$ cat src/rtl/led_indicator_ctrl_if.sv
// Signal bundle between the vending FSM and the front-panel LED indicator controller.
// The brightness signal exists only when LED_PWM_EN is defined.
interface led_indicator_ctrl_if #(
  parameter int NUM_LEDS = 16
`ifdef LED_PWM_EN
  , parameter int PWM_BITS = 4
`endif
);
  logic [5:0]          state;
  logic [2:0]          in_goods_high;
  logic [2:0]          in_goods_low;
  logic [1:0]          in_goods_num;
  logic                chase_dir;
`ifdef LED_PWM_EN
  logic [PWM_BITS-1:0] brightness;
`endif
  logic [NUM_LEDS-1:0] led_btn;
  logic [2:0]          rgb1;
  logic [2:0]          rgb2;
  logic                tick;

`ifdef LED_PWM_EN
  modport master (output state, in_goods_high, in_goods_low, in_goods_num, chase_dir, brightness,
                  input  led_btn, rgb1, rgb2, tick);
  modport slave  (input  state, in_goods_high, in_goods_low, in_goods_num, chase_dir, brightness,
                  output led_btn, rgb1, rgb2, tick);
`else
  modport master (output state, in_goods_high, in_goods_low, in_goods_num, chase_dir,
                  input  led_btn, rgb1, rgb2, tick);
  modport slave  (input  state, in_goods_high, in_goods_low, in_goods_num, chase_dir,
                  output led_btn, rgb1, rgb2, tick);
`endif
endinterface

$ cat src/rtl/led_indicator_ctrl.sv
// Front-panel LED/RGB indicator controller: per-state chase, selection, blink, fill, all-on and error displays.
// Optional macro LED_PWM_EN adds a brightness input and a free-running PWM gate on all LED outputs.
module led_indicator_ctrl #(
  parameter int NUM_LEDS = 16,
  parameter int STEP_MAX = 24_999_999
`ifdef LED_PWM_EN
  , parameter int PWM_BITS = 4
`endif
) (
  input logic                 sys_clk,
  input logic                 sys_rst_n,
  led_indicator_ctrl_if.slave bus
);
  localparam int               CNT_W     = (STEP_MAX > 0) ? $clog2(STEP_MAX + 1) : 1;
  localparam logic [CNT_W-1:0] STEP_LAST = CNT_W'(STEP_MAX);
  localparam logic [5:0]       ST_IDLE   = 6'h01;
  localparam logic [5:0]       ST_GOODS1 = 6'h02;
  localparam logic [5:0]       ST_GOODS2 = 6'h04;
  localparam logic [5:0]       ST_PAY    = 6'h08;
  localparam logic [5:0]       ST_CHANGE = 6'h10;
  localparam logic [5:0]       ST_TEMP   = 6'h20;

  typedef enum logic [2:0] {
    MODE_IDLE, MODE_GOODS1, MODE_GOODS2, MODE_PAY, MODE_CHANGE, MODE_TEMP, MODE_ERR
  } mode_e;

  mode_e               mode_s;
  logic [5:0]          state_r;
  logic [CNT_W-1:0]    cnt_r, cnt_s;
  logic [NUM_LEDS-1:0] chase_r, chase_s, fill_r, fill_s, goods_s, led_s;
  logic                phase_r, phase_s;
  logic                entry_s, wrap_s, tick_s, pwm_on_s;
  logic [2:0]          rgb1_s, rgb2_s;
`ifdef LED_PWM_EN
  logic [PWM_BITS-1:0] pwm_r;
`endif

  // Decode the sampled one-hot state into a display mode; anything else is an error.
  always_comb begin
    mode_s = MODE_ERR;
    case (bus.state)
      ST_IDLE:   mode_s = MODE_IDLE;
      ST_GOODS1: mode_s = MODE_GOODS1;
      ST_GOODS2: mode_s = MODE_GOODS2;
      ST_PAY:    mode_s = MODE_PAY;
      ST_CHANGE: mode_s = MODE_CHANGE;
      ST_TEMP:   mode_s = MODE_TEMP;
      default:   mode_s = MODE_ERR;
    endcase
  end

  // Next prescaler and pattern values; a mode entry reloads and overrides a coincident tick.
  always_comb begin
    entry_s = (bus.state != state_r);
    wrap_s  = (cnt_r == STEP_LAST);
    cnt_s   = (entry_s || wrap_s) ? {CNT_W{1'b0}} : cnt_r + 1'b1;
    tick_s  = (cnt_s == STEP_LAST);
    chase_s = chase_r;
    fill_s  = fill_r;
    phase_s = phase_r;
    if (entry_s) begin
      chase_s = bus.chase_dir ? {1'b1, {(NUM_LEDS-1){1'b0}}} : {{(NUM_LEDS-1){1'b0}}, 1'b1};
      fill_s  = {NUM_LEDS{1'b0}};
      phase_s = 1'b1;
    end else if (wrap_s) begin
      case (mode_s)
        MODE_IDLE:   chase_s = bus.chase_dir ? {chase_r[0], chase_r[NUM_LEDS-1:1]}
                                             : {chase_r[NUM_LEDS-2:0], chase_r[NUM_LEDS-1]};
        MODE_CHANGE: fill_s  = {fill_r[NUM_LEDS-2:0], 1'b1};
        MODE_PAY:    phase_s = ~phase_r;
        MODE_ERR:    phase_s = ~phase_r;
        default:     phase_s = phase_r;
      endcase
    end else begin
      phase_s = phase_r;
    end
  end

  // Raw display pattern and colours for the mode, then the optional brightness gate.
  always_comb begin
    goods_s      = {NUM_LEDS{1'b0}};
    goods_s[7:0] = {bus.in_goods_num, bus.in_goods_high, bus.in_goods_low};
    led_s        = {NUM_LEDS{1'b0}};
    rgb1_s       = 3'b000;
    rgb2_s       = 3'b000;
    case (mode_s)
      MODE_IDLE:   led_s = chase_s;
      MODE_GOODS1: begin
        led_s  = goods_s;
        rgb1_s = 3'b100;
        rgb2_s = (bus.in_goods_num != 2'b00) ? 3'b010 : 3'b000;
      end
      MODE_GOODS2: begin
        led_s  = goods_s;
        rgb1_s = 3'b010;
        rgb2_s = (bus.in_goods_num != 2'b00) ? 3'b010 : 3'b000;
      end
      MODE_PAY: begin
        led_s  = {NUM_LEDS{phase_s}};
        rgb1_s = 3'b001;
        rgb2_s = {2'b00, phase_s};
      end
      MODE_CHANGE: begin
        led_s  = fill_s;
        rgb1_s = 3'b110;
      end
      MODE_TEMP: begin
        led_s  = {NUM_LEDS{1'b1}};
        rgb1_s = 3'b111;
      end
      default: rgb2_s = {phase_s, 2'b00};
    endcase
`ifdef LED_PWM_EN
    pwm_on_s = (pwm_r < bus.brightness);
`else
    pwm_on_s = 1'b1;
`endif
  end

  // State, prescaler, pattern and registered outputs.
  always_ff @(posedge sys_clk) begin
    if (!sys_rst_n) begin
      state_r     <= ST_IDLE;
      cnt_r       <= {CNT_W{1'b0}};
      chase_r     <= {{(NUM_LEDS-1){1'b0}}, 1'b1};
      fill_r      <= {NUM_LEDS{1'b0}};
      phase_r     <= 1'b1;
      bus.led_btn <= {{(NUM_LEDS-1){1'b0}}, 1'b1};
      bus.rgb1    <= 3'b000;
      bus.rgb2    <= 3'b000;
      bus.tick    <= 1'b0;
    end else begin
      state_r     <= bus.state;
      cnt_r       <= cnt_s;
      chase_r     <= chase_s;
      fill_r      <= fill_s;
      phase_r     <= phase_s;
      bus.led_btn <= led_s & {NUM_LEDS{pwm_on_s}};
      bus.rgb1    <= rgb1_s & {3{pwm_on_s}};
      bus.rgb2    <= rgb2_s & {3{pwm_on_s}};
      bus.tick    <= tick_s;
    end
  end

`ifdef LED_PWM_EN
  // Free-running brightness counter; unaffected by mode entry.
  always_ff @(posedge sys_clk) begin
    if (!sys_rst_n) begin
      pwm_r <= {PWM_BITS{1'b0}};
    end else begin
      pwm_r <= pwm_r + 1'b1;
    end
  end
`endif
endmodule

$ cat src/flat_wrapper.sv
// flat-port wrapper written by rule: the top's interface ports become plain ports
module led_indicator_ctrl_flat 
#(
  parameter int NUM_LEDS = 16,
  parameter int STEP_MAX = 24_999_999

)
  (sys_clk, sys_rst_n, bus_state, bus_in_goods_high, bus_in_goods_low, bus_in_goods_num, bus_chase_dir, bus_led_btn, bus_rgb1, bus_rgb2, bus_tick);
  led_indicator_ctrl_if #(.NUM_LEDS(NUM_LEDS)) bus_i ();
  input logic sys_clk;
  input logic sys_rst_n;
  input wire logic [$bits(bus_i.state)-1:0] bus_state;
  input wire logic [$bits(bus_i.in_goods_high)-1:0] bus_in_goods_high;
  input wire logic [$bits(bus_i.in_goods_low)-1:0] bus_in_goods_low;
  input wire logic [$bits(bus_i.in_goods_num)-1:0] bus_in_goods_num;
  input wire logic [$bits(bus_i.chase_dir)-1:0] bus_chase_dir;
  output wire logic [$bits(bus_i.led_btn)-1:0] bus_led_btn;
  output wire logic [$bits(bus_i.rgb1)-1:0] bus_rgb1;
  output wire logic [$bits(bus_i.rgb2)-1:0] bus_rgb2;
  output wire logic [$bits(bus_i.tick)-1:0] bus_tick;
  assign bus_i.state = bus_state;
  assign bus_i.in_goods_high = bus_in_goods_high;
  assign bus_i.in_goods_low = bus_in_goods_low;
  assign bus_i.in_goods_num = bus_in_goods_num;
  assign bus_i.chase_dir = bus_chase_dir;
  assign bus_led_btn = bus_i.led_btn;
  assign bus_rgb1 = bus_i.rgb1;
  assign bus_rgb2 = bus_i.rgb2;
  assign bus_tick = bus_i.tick;
  led_indicator_ctrl #(.NUM_LEDS(NUM_LEDS), .STEP_MAX(STEP_MAX)) u_core (.sys_clk(sys_clk), .sys_rst_n(sys_rst_n), .bus(bus_i));
endmodule
$ cat config.mk
export PLATFORM = sky130hd
export DESIGN_NAME = led_indicator_ctrl_flat
export DESIGN_NICKNAME = d
export VERILOG_FILES = /design/src/rtl/led_indicator_ctrl_if.sv /design/src/rtl/led_indicator_ctrl.sv /design/src/flat_wrapper.sv
export SDC_FILE = /design/constraint.sdc
export NUM_CORES = 1
export LEC_CHECK = 0
export CORE_ASPECT_RATIO = 0.8
export CORE_UTILIZATION = 65
export CTS_BUF_LIST = sky130_fd_sc_hd__clkbuf_8
export DETAILED_ROUTE_END_ITERATION = 6
export PLACE_DENSITY = 0.92
export SLEW_MARGIN = 40
export SYNTH_ARGS = -nofsm -noshare
export SYNTH_HDL_FRONTEND = slang
export SYNTH_SLANG_ARGS = --single-unit
$ cat constraint.sdc
create_clock -name sys_clk -period 9 [get_ports sys_clk]
set_clock_uncertainty 0.1 [all_clocks]
set_input_delay 2.25 -clock sys_clk [delete_from_list [all_inputs] [get_ports sys_clk]]
set_output_delay 2.25 -clock sys_clk [all_outputs]
set_load 0.01 [all_outputs]
Word level (Yosys, flattened, before mapping)
Cells that the tools add are included.
{ "totals": {"regBits": 87, "output_inout_bits": 23, "wordCells": 49} }
{ "classes": {"n_eq_ne": 15, "n_reduce_logical": 6, "n_addsub": 1, "n_mux": 17, "bitwise": 1} }
{ "op_table": {"columns": ["op", "n"], "rows": [
  ["$mux 16", 8],
  ["$pmux 16 s5", 1],
  ["$eq 25x25->1 const B", 2],
  ["$add 25x1->25 const B", 1],
  ["$mux 25", 1],
  ["$pmux 3 s6", 1],
  ["$pmux 3 s5", 1],
  ["$eq 3x3->1 const B", 3],
  ["$pmux 3 s3", 1],
  ["$eq 3x2->1 const B", 2],
  ["$eq 6x1->1 const B", 1],
  ["$eq 6x2->1 const B", 1],
  ["$eq 6x3->1 const B", 1],
  ["$eq 6x4->1 const B", 1],
  ["$eq 6x5->1 const B", 1],
  ["$eq 6x6->1 const B", 1],
  ["$ne 6x6->1", 1],
  ["$reduce_or 2->1", 2],
  ["$eq 3x1->1 const B", 1],
  ["$logic_not 3->1", 1],
  ["$mux 1", 3],
  ["$reduce_or 3->1", 1],
  ["$mux 2", 1],
  ["$reduce_bool 2->1", 1],
  ["2 further kinds", 2]
]} }

Logic depth before layout (Yosys ltp)
Gate-level depths: netlist (run 1).
{ "depth": {"ltp_word": 8, "ltp_mapped": 11, "depth_no_buf": 10} }

Least setup slack after synthesis (run 1)
OpenSTA, ideal clock, no wires.
{ "synth_timing": {"path_type": "input to register", "startpoint": "in bus_state[3]", "endpoint": "reg u_core.bus.led_btn[0]", "t_required_ps": 8822, "setup_slack_ps": 4141, "cell_stages": 11, "path_buffers": 1, "t_arrival_ps": 4681, "path_cell_list": "buf_2 -> or2_1 -> nor4_4 -> inv_2 -> ha_1 -> nor2_1 -> mux2i_1 -> nor4b_1 -> nand2_1 -> o211a_1 -> a32oi_1"} }
{ "synth_via": {"elab_chain_len": 8, "word_cells_on_any_way": 27, "cone_classes": "eq/ne (13); mux (11); reduce/logical (3)"} }
{ "synth_rtl": {"columns": ["item", "line_no", "rtl"], "rows": [
  ["from (decl)", "flat_wrapper.sv:12", "input wire logic [$bits(bus_i.state)-1:0] bus_state;"],
  ["$eq 6x6->1 (tied with other cells)", "led_indicator_ctrl.sv:41", "case (bus.state)"],
  ["$pmux 3 s6", "led_indicator_ctrl.sv:41", null],
  ["$eq 3x3->1 / $eq 3x2->1 (equally long branches)", "led_indicator_ctrl.sv:66, led_indicator_ctrl.sv:86", null],
  ["$reduce_or 2->1 (no source line)", null, null],
  ["$mux 1", null, null],
  ["$mux 1", "led_indicator_ctrl.sv:65", "end else if (wrap_s) begin"],
  ["$mux 1", "led_indicator_ctrl.sv:61", "if (entry_s) begin"],
  ["$pmux 16 s5 *", "led_indicator_ctrl.sv:86", "case (mode_s)"],
  ["to (signal assigned)", "led_indicator_ctrl.sv:128", "bus.led_btn <= {{(NUM_LEDS-1){1'b0}}, 1'b1};"],
  ["to (signal assigned)", "led_indicator_ctrl.sv:138", "bus.led_btn <= led_s & {NUM_LEDS{pwm_on_s}};"],
  ["to (decl)", "led_indicator_ctrl_if.sv:31", "output led_btn, rgb1, rgb2, tick);"]
]} }
Mark *: on every way between the ends. The rest lies on a longest branch, timed or not.
A chain may end at the register's enable or synchronous reset.

Worst setup path in the final report (run 1)
{ "layout_timing": {"startpoint": "in bus_state[2]", "endpoint": "reg u_core.bus.led_btn[7]"} }
The elaborated chain is that of the path after synthesis.

==> results.json, run 1 <==
{
  "placement.io_buffers": 39,
  "synth_edf_count": 0,
  "clock-root-buffer": "clkbuf_8",
  "worst_pin_slew_ns": 0.648,
  "status": "finished, final reports clean",
  "path_class": "input port to flop",
  "p_per_area_nw_per_um2": 131,
  "ant_nets": 0,
  "yosys.area_share.simple_pct": 26.0,
  "htreeDepth": 3,
  "drcViolationCount": 0,
  "cp-end-kind": "flop",
  "fillerInstances": 472,
  "fp.dieW_um": 95.7,
  "crit_path_start_kind": "input port",
  "die-area_um2": 7360,
  "maxCapViolCount": 0,
  "wl_per_cell_um": 16.4,
  "path_max_fanout": 16,
  "final_cells": 632,
  "dp.cells": 616,
  "synth_top_cell_by_area": "dfxtp_1",
  "hp-start": "u_core.fill_r[15]$_SDFF_PN0_",
  "crit_path_start": "bus_state[2]",
  "async_flop_share_pct": 0,
  "grt_start_max_net_pins": 43,
  "numCtsBuffers": 9,
  "syn_inst": 529,
  "comb_power_share_pct": 5.4,
  "fin_crit_ns": 5.19,
  "ys_ff_latch": 87,
  "row_count": 26,
  "grt_antenna_before_repair": 0,
  "synth_ff_type": "dfxtp_1",
  "synth_mux_area_share_pct": 4.82,
  "drv_slew": 0,
  "drt_iter0_drc": 295,
  "hold_viol_final": 0,
  "clk_latency_ns": 0.37,
  "grt_use_total_pct": 29.6,
  "routabilityCongestion": 0.907,
  "switching_share_pct": 24.3,
  "fmax_ghz": 0.193,
  "vias": 3984,
  "fin_crit_sh_pct": 57.6,
  "clockBufferDepth": 2,
  "dpl.hpwl_um": 7310,
  "drive_gt1_share_pct": 8.21,
  "wl_um": 10400,
  "power_w": 0.000662,
  "cts_resized": 0,
  "postCtsSetupBuffers": 0,
  "syn_nets": 549,
  "rsz0062_at_grt": "no",
  "yosysWarningCount": 0,
  "detail_route.vias_per_cell": 6.30,
  "synth_top_family_by_area": "simple AND/OR/NAND/NOR gates",
  "syn_area_um2": 4560,
  "clkTransAtPathRegs_ns": 0.08,
  "grt_pass1_wl_um": 17000,
  "grt_pass1_vias": 3598,
  "most-common-layout-cells": "87 x dfxtp_1, 74 x nand2_1, 56 x nor2_1",
  "initial_utilization_pct": 69.5,
  "hold_class": "flop to flop",
  "required_ns": 9.11,
  "seq_area_frac_synth_pct": 38.2,
  "peakVddDrop_mv": 0.0728,
  "synth-compound-area-share_pct": 18.4,
  "finalSetupViolCount": 0,
  "synthXorXnorAreaFrac_pct": 6.52,
  "p_int_w": 0.000501,
  "ctsHoldBuffers": 0,
  "die_h_um": 77.0,
  "p_leak_nw": 1.54,
  "p_clk_share_pct": 35.9,
  "area_delta_synth_final_pct": 10.7,
  "cts.sinks": 87,
  "seq_power_share_pct": 58.8,
  "tritoncts": "done",
  "tns_ns": 0,
  "ios": 40,
  "postSynthAreaPerCell_um2": 8.63,
  "layout.cells.most_common": "dfxtp_1",
  "synth_cell_types": 68,
  "r2r-start": "u_core.cnt_r[7]$_SDFF_PN0_",
  "drtPass1Iterations": 6,
  "synth_area_leaders": "dfxtp_1 38%, nand2_1 6.2%, mux2i_1 4.8%",
  "synthAdderAreaFrac_pct": 0.822,
  "diodes": 0,
  "grt_overflow": 0,
  "slew_headroom_pct": 56.7,
  "p_sw_w": 0.000161,
  "nNetsFinal": 564,
  "arrival_ns": 5.30,
  "core_um2": 6570,
  "synth_top_area_share_pct": 38.2
}
[per-layer routing]
metal  wire, µm  track usage (%)
met5          0                0
met2       4950             47.9
met1       4490             38.1
met3        714             7.74
met4        211             9.55
[critical path, cell delays in order]
cell and delay (ns):
clkdlybuf4s50_1 0.66, or2_1 0.28, nor4_4 0.08, inv_2 0.14, ha_1 0.33, o41ai_4 0.18
a2111oi_2 0.41, xor2_1 0.17, o31ai_4 0.61, a31oi_1 0.18
[state kept, by name (all words and copies together), names as in the netlist]
name and count:
u_core.state_r 6, u_core.fill_r 16, u_core.bus.rgb2 3, u_core.chase_r 16, u_core.cnt_r 25, u_core.bus.rgb1 3, u_core.phase_r 1, u_core.bus.led_btn 16
u_core.bus.tick 1
[synth_stat cells (4+ instances only)]
| master | instances |
|---|---|
| xor2_1 | 19 |
| a2bb2oi_1 | 7 |
| a21oi_1 | 21 |
| a31oi_1 | 16 |
| nor4b_1 | 4 |
| nor2b_1 | 5 |
| o211ai_1 | 16 |
| nor2_1 | 56 |
| mux2i_1 | 22 |
| xnor2_1 | 15 |
| and3_1 | 8 |
| a21o_1 | 9 |
| and2_1 | 9 |
| inv_1 | 7 |
| nand4_1 | 13 |
| a211oi_1 | 18 |
| nand2_1 | 75 |
| dfxtp_1 | 87 |
| o21ai_0 | 5 |
| nand3_1 | 9 |
| buf_2 | 16 |
| nor3_1 | 9 |
| buf_4 | 5 |
| clkbuf_1 | 14 |
[cell families (layout without fill, tap and decap cells)]
group / after synthesis / in the layout
AO/OA/AOI/OAI: 112 / 112
XOR/XNOR: 34 / 34
adder cells (fa/ha/maj): 3 / 3
buffers and inverters: 47 / 66
flip-flops: 87 / 87
multiplexers: 22 / 22
AND/OR/NAND/NOR: 224 / 224
[final cells by class]
class,count,area (µm²),area share [%]
repair buffers,43,415,8.22
clock buffers,9,124,2.45
multi-input cells,395,2600,51.4
clock inverters,6,38.8,0.768
well taps,84,105,2.08
flip-flops and latches,87,1740,34.5
inverters,8,30.0,0.594
[path summary, 6_finish.rpt]
path	endpoint	slack [ns]	cells after the start
min reg2reg	u_core.fill_r[15]$_SDFF_PN0_	0.37	2
min	u_core.fill_r[15]$_SDFF_PN0_	0.37	2
max reg2reg	u_core.fill_r[2]$_SDFF_PN0_	6.22	7
max	u_core.bus.led_btn[7]$_SDFF_PN0_	3.81	10
[stage by stage]
| stage | utilization, % | hold WS, ns | setup WS [ns] | area, µm² |
|---|---|---|---|---|
| floorplan | - | 0.337 | 4.14 | 4560 |
| global placement | 74.3 | 0.344 | 3.61 | 4880 |
| detailed placement | 74.3 | 0.351 | 3.49 | 4880 |
| CTS | 76.8 | 0.363 | 3.82 | 5040 |
| global route | 76.9 | 0.400 | 3.58 | 5050 |
| finish | 76.9 | 0.366 | 3.81 | 5050 |
[power groups by stage]
stage | logic (W) | clock network (W) | registers [W]
finish | 0.0000357 | 0.000237 | 0.000389
global route | 0.0000387 | 0.000253 | 0.000389
CTS | 0.0000355 | 0.000240 | 0.000389
detailed placement | 0.0000353 | 0 | 0.000398
global placement | 0.0000346 | 0 | 0.000398
floorplan | 0.0000235 | 0 | 0.000398
Power figures use the tool's default switching activity.
==> inputs of run 2 (changes only) <==
--- a/config.mk
+++ b/config.mk
@@ -6,10 +6,10 @@
 export NUM_CORES = 1
 export LEC_CHECK = 0
 export CORE_ASPECT_RATIO = 0.8
-export CORE_UTILIZATION = 65
+export CORE_UTILIZATION = 54
 export CTS_BUF_LIST = sky130_fd_sc_hd__clkbuf_8
 export DETAILED_ROUTE_END_ITERATION = 6
-export PLACE_DENSITY = 0.92
+export PLACE_DENSITY = 0.82
 export SLEW_MARGIN = 40
 export SYNTH_ARGS = -nofsm -noshare
 export SYNTH_HDL_FRONTEND = slang
==> constraint.sdc (replaced) <==
create_clock -name sys_clk -period 4.75 [get_ports sys_clk]
set_clock_uncertainty 0.1 [all_clocks]
set_input_delay 1.1875 -clock sys_clk [delete_from_list [all_inputs] [get_ports sys_clk]]
set_output_delay 1.1875 -clock sys_clk [all_outputs]
set_load 0.01 [all_outputs]
==> results.json, run 2 (synthesized netlist as in run 1, its figures left out) <==
{
  "arrival_ns": 4.18,
  "grt_start_max_net_pins": 32,
  "numCtsBuffers": 9,
  "initial_utilization_pct": 56.7,
  "wl_per_cell_um": 15.9,
  "vias": 3895,
  "seq_power_share_pct": 57.2,
  "hold_class": "flop to flop",
  "regMostFlops": "u_core.cnt_r",
  "tns_ns": 0,
  "p_sw_w": 0.000325,
  "die-area_um2": 8830,
  "ant_nets": 0,
  "status": "finished, final reports clean",
  "dpl.hpwl_um": 7460,
  "placement.io_buffers": 39,
  "cts.sinks": 87,
  "seq_area_um2": 1740,
  "fin_crit_ns": 4.00,
  "multi_input_area_um2": 2590,
  "rsz0062_at_grt": "no",
  "slew_headroom_pct": 56.3,
  "grt_pass1_wl_um": 17800,
  "wl_um": 10500,
  "htreeDepth": 3,
  "grt_overflow": 0,
  "fin_hold_ws_ns": 0.375,
  "fillerInstances": 679,
  "crit_path_start_kind": "input port",
  "drive_gt1_share_pct": 9.35,
  "core_um2": 8060,
  "detail_route.vias_per_cell": 5.87,
  "drcViolationCount": 0,
  "clockBufferDepth": 2,
  "drv_slew": 0,
  "cts_resized": 0,
  "nNetsFinal": 571,
  "p_leak_nw": 1.58,
  "finalSetupViolCount": 0,
  "tritoncts": "done",
  "cp-end-kind": "flop",
  "peakVddDrop_mv": 0.164,
  "routabilityCongestion": 0.912,
  "largest_register_ffs": 25,
  "fin_crit_sh_pct": 84.1,
  "place_area_um2": 4970,
  "grt_use_total_pct": 24.9,
  "clk_latency_ns": 0.37,
  "ios": 40,
  "row_count": 29,
  "postCtsSetupBuffers": 0,
  "path_class": "input port to flop",
  "p_int_w": 0.000963,
  "maxCapViolCount": 0,
  "grt_pass1_vias": 3644,
  "clock-root-buffer": "clkbuf_8",
  "p_clk_share_pct": 37.2,
  "hold_viol_final": 0,
  "grt_antenna_before_repair": 0,
  "comb_power_share_pct": 5.5,
  "worst_pin_slew_ns": 0.655,
  "clkTransAtPathRegs_ns": 0.09,
  "diodes": 0,
  "p_per_area_nw_per_um2": 250,
  "drtPass1Iterations": 5,
  "fmax_ghz": 0.250,
  "fp.dieW_um": 105,
  "layout.cells.most_common": "dfxtp_1",
  "stdcell_area_um2": 5150,
  "switching_share_pct": 25.3,
  "required_ns": 4.94,
  "die_h_um": 84.2,
  "ctsHoldBuffers": 0,
  "drt_iter0_drc": 224,
  "path_max_fanout": 14,
  "most-common-layout-cells": "87 x dfxtp_1, 75 x nand2_1, 56 x nor2_1",
  "area_delta_synth_final_pct": 12.8
}
## run 2: cell count changes in the layout (fill, tap and decap cells not counted)
cell,change
nand2_1,+1
nand2_2,-1
clkinv_4,-1
clkinv_2,-2
inv_6,+2
clkinvlp_4,+1
buf_4,+7
inv_8,+1
## run 2: layout make-up
class / count / share of cell area, %
clock buffer: 9 / 2.41
timing repair buffer: 50 / 9.09
sequential: 87 / 33.8
tap: 108 / 2.62
clock inverter: 7 / 1.09
inverter: 8 / 0.583
multi-input combinational: 395 / 50.4
## run 2: path summary, 6_finish.rpt
check | startpoint | to | slack [ns] | depth (start not counted)
worst max-delay path | bus_state[3] | u_core.bus.led_btn[14]$_SDFF_PN0_ | 0.75 | 10
worst min-delay path | u_core.fill_r[15]$_SDFF_PN0_ | u_core.fill_r[15]$_SDFF_PN0_ | 0.37 | 2
worst max register to register | u_core.cnt_r[7]$_SDFF_PN0_ | u_core.bus.led_btn[5]$_SDFF_PN0_ | 1.82 | 7
worst min register to register | u_core.fill_r[15]$_SDFF_PN0_ | u_core.fill_r[15]$_SDFF_PN0_ | 0.37 | 2
## run 2: power by group through the flow
| stage | Sequential (W) | Combinational [W] | Clock, W |
|---|---|---|---|
| finish | 0.000737 | 0.0000713 | 0.000480 |
| global route | 0.000738 | 0.0000762 | 0.000523 |
| CTS | 0.000737 | 0.0000708 | 0.000488 |
| detailed placement | 0.000754 | 0.0000703 | 0 |
| global placement | 0.000754 | 0.0000690 | 0 |
| floorplan | 0.000754 | 0.0000445 | 0 |
## run 2: layer usage
layer / vias to the layer above / wire (µm) / track usage (%)
li1: 1936 / - / -
met5: - / 0 / 0
met1: 1793 / 4750 / 33.1
met3: 24 / 660 / 5.20
met2: 142 / 4900 / 40.2
met4: 0 / 221 / 9.22
## run 2: worst max-delay path, stage by stage
cell and delay, ns:
clkdlybuf4s50_1 0.55, or2_1 0.35, nor4_4 0.30, inv_2 0.13
ha_1 0.31, o41ai_4 0.13, nand4_2 0.28, nor2_2 0.53
o211ai_1 0.20, a31oi_1 0.21
## run 2: metrics by stage
| step | power [W] | util (%) | cells | setup slack, ns |
|---|---|---|---|---|
| 2_1_floorplan | 0.000799 | - | 529 | 0.953 |
| 3_3_place_gp | 0.000823 | 61.7 | 648 | 0.516 |
| 3_5_place_dp | 0.000824 | 61.7 | 648 | 0.392 |
| 4_1_cts | 0.00130 | 63.9 | 664 | 0.770 |
| 5_1_grt | 0.00134 | 63.9 | 664 | 0.493 |
| 6_report | 0.00129 | 63.9 | 664 | 0.755 |
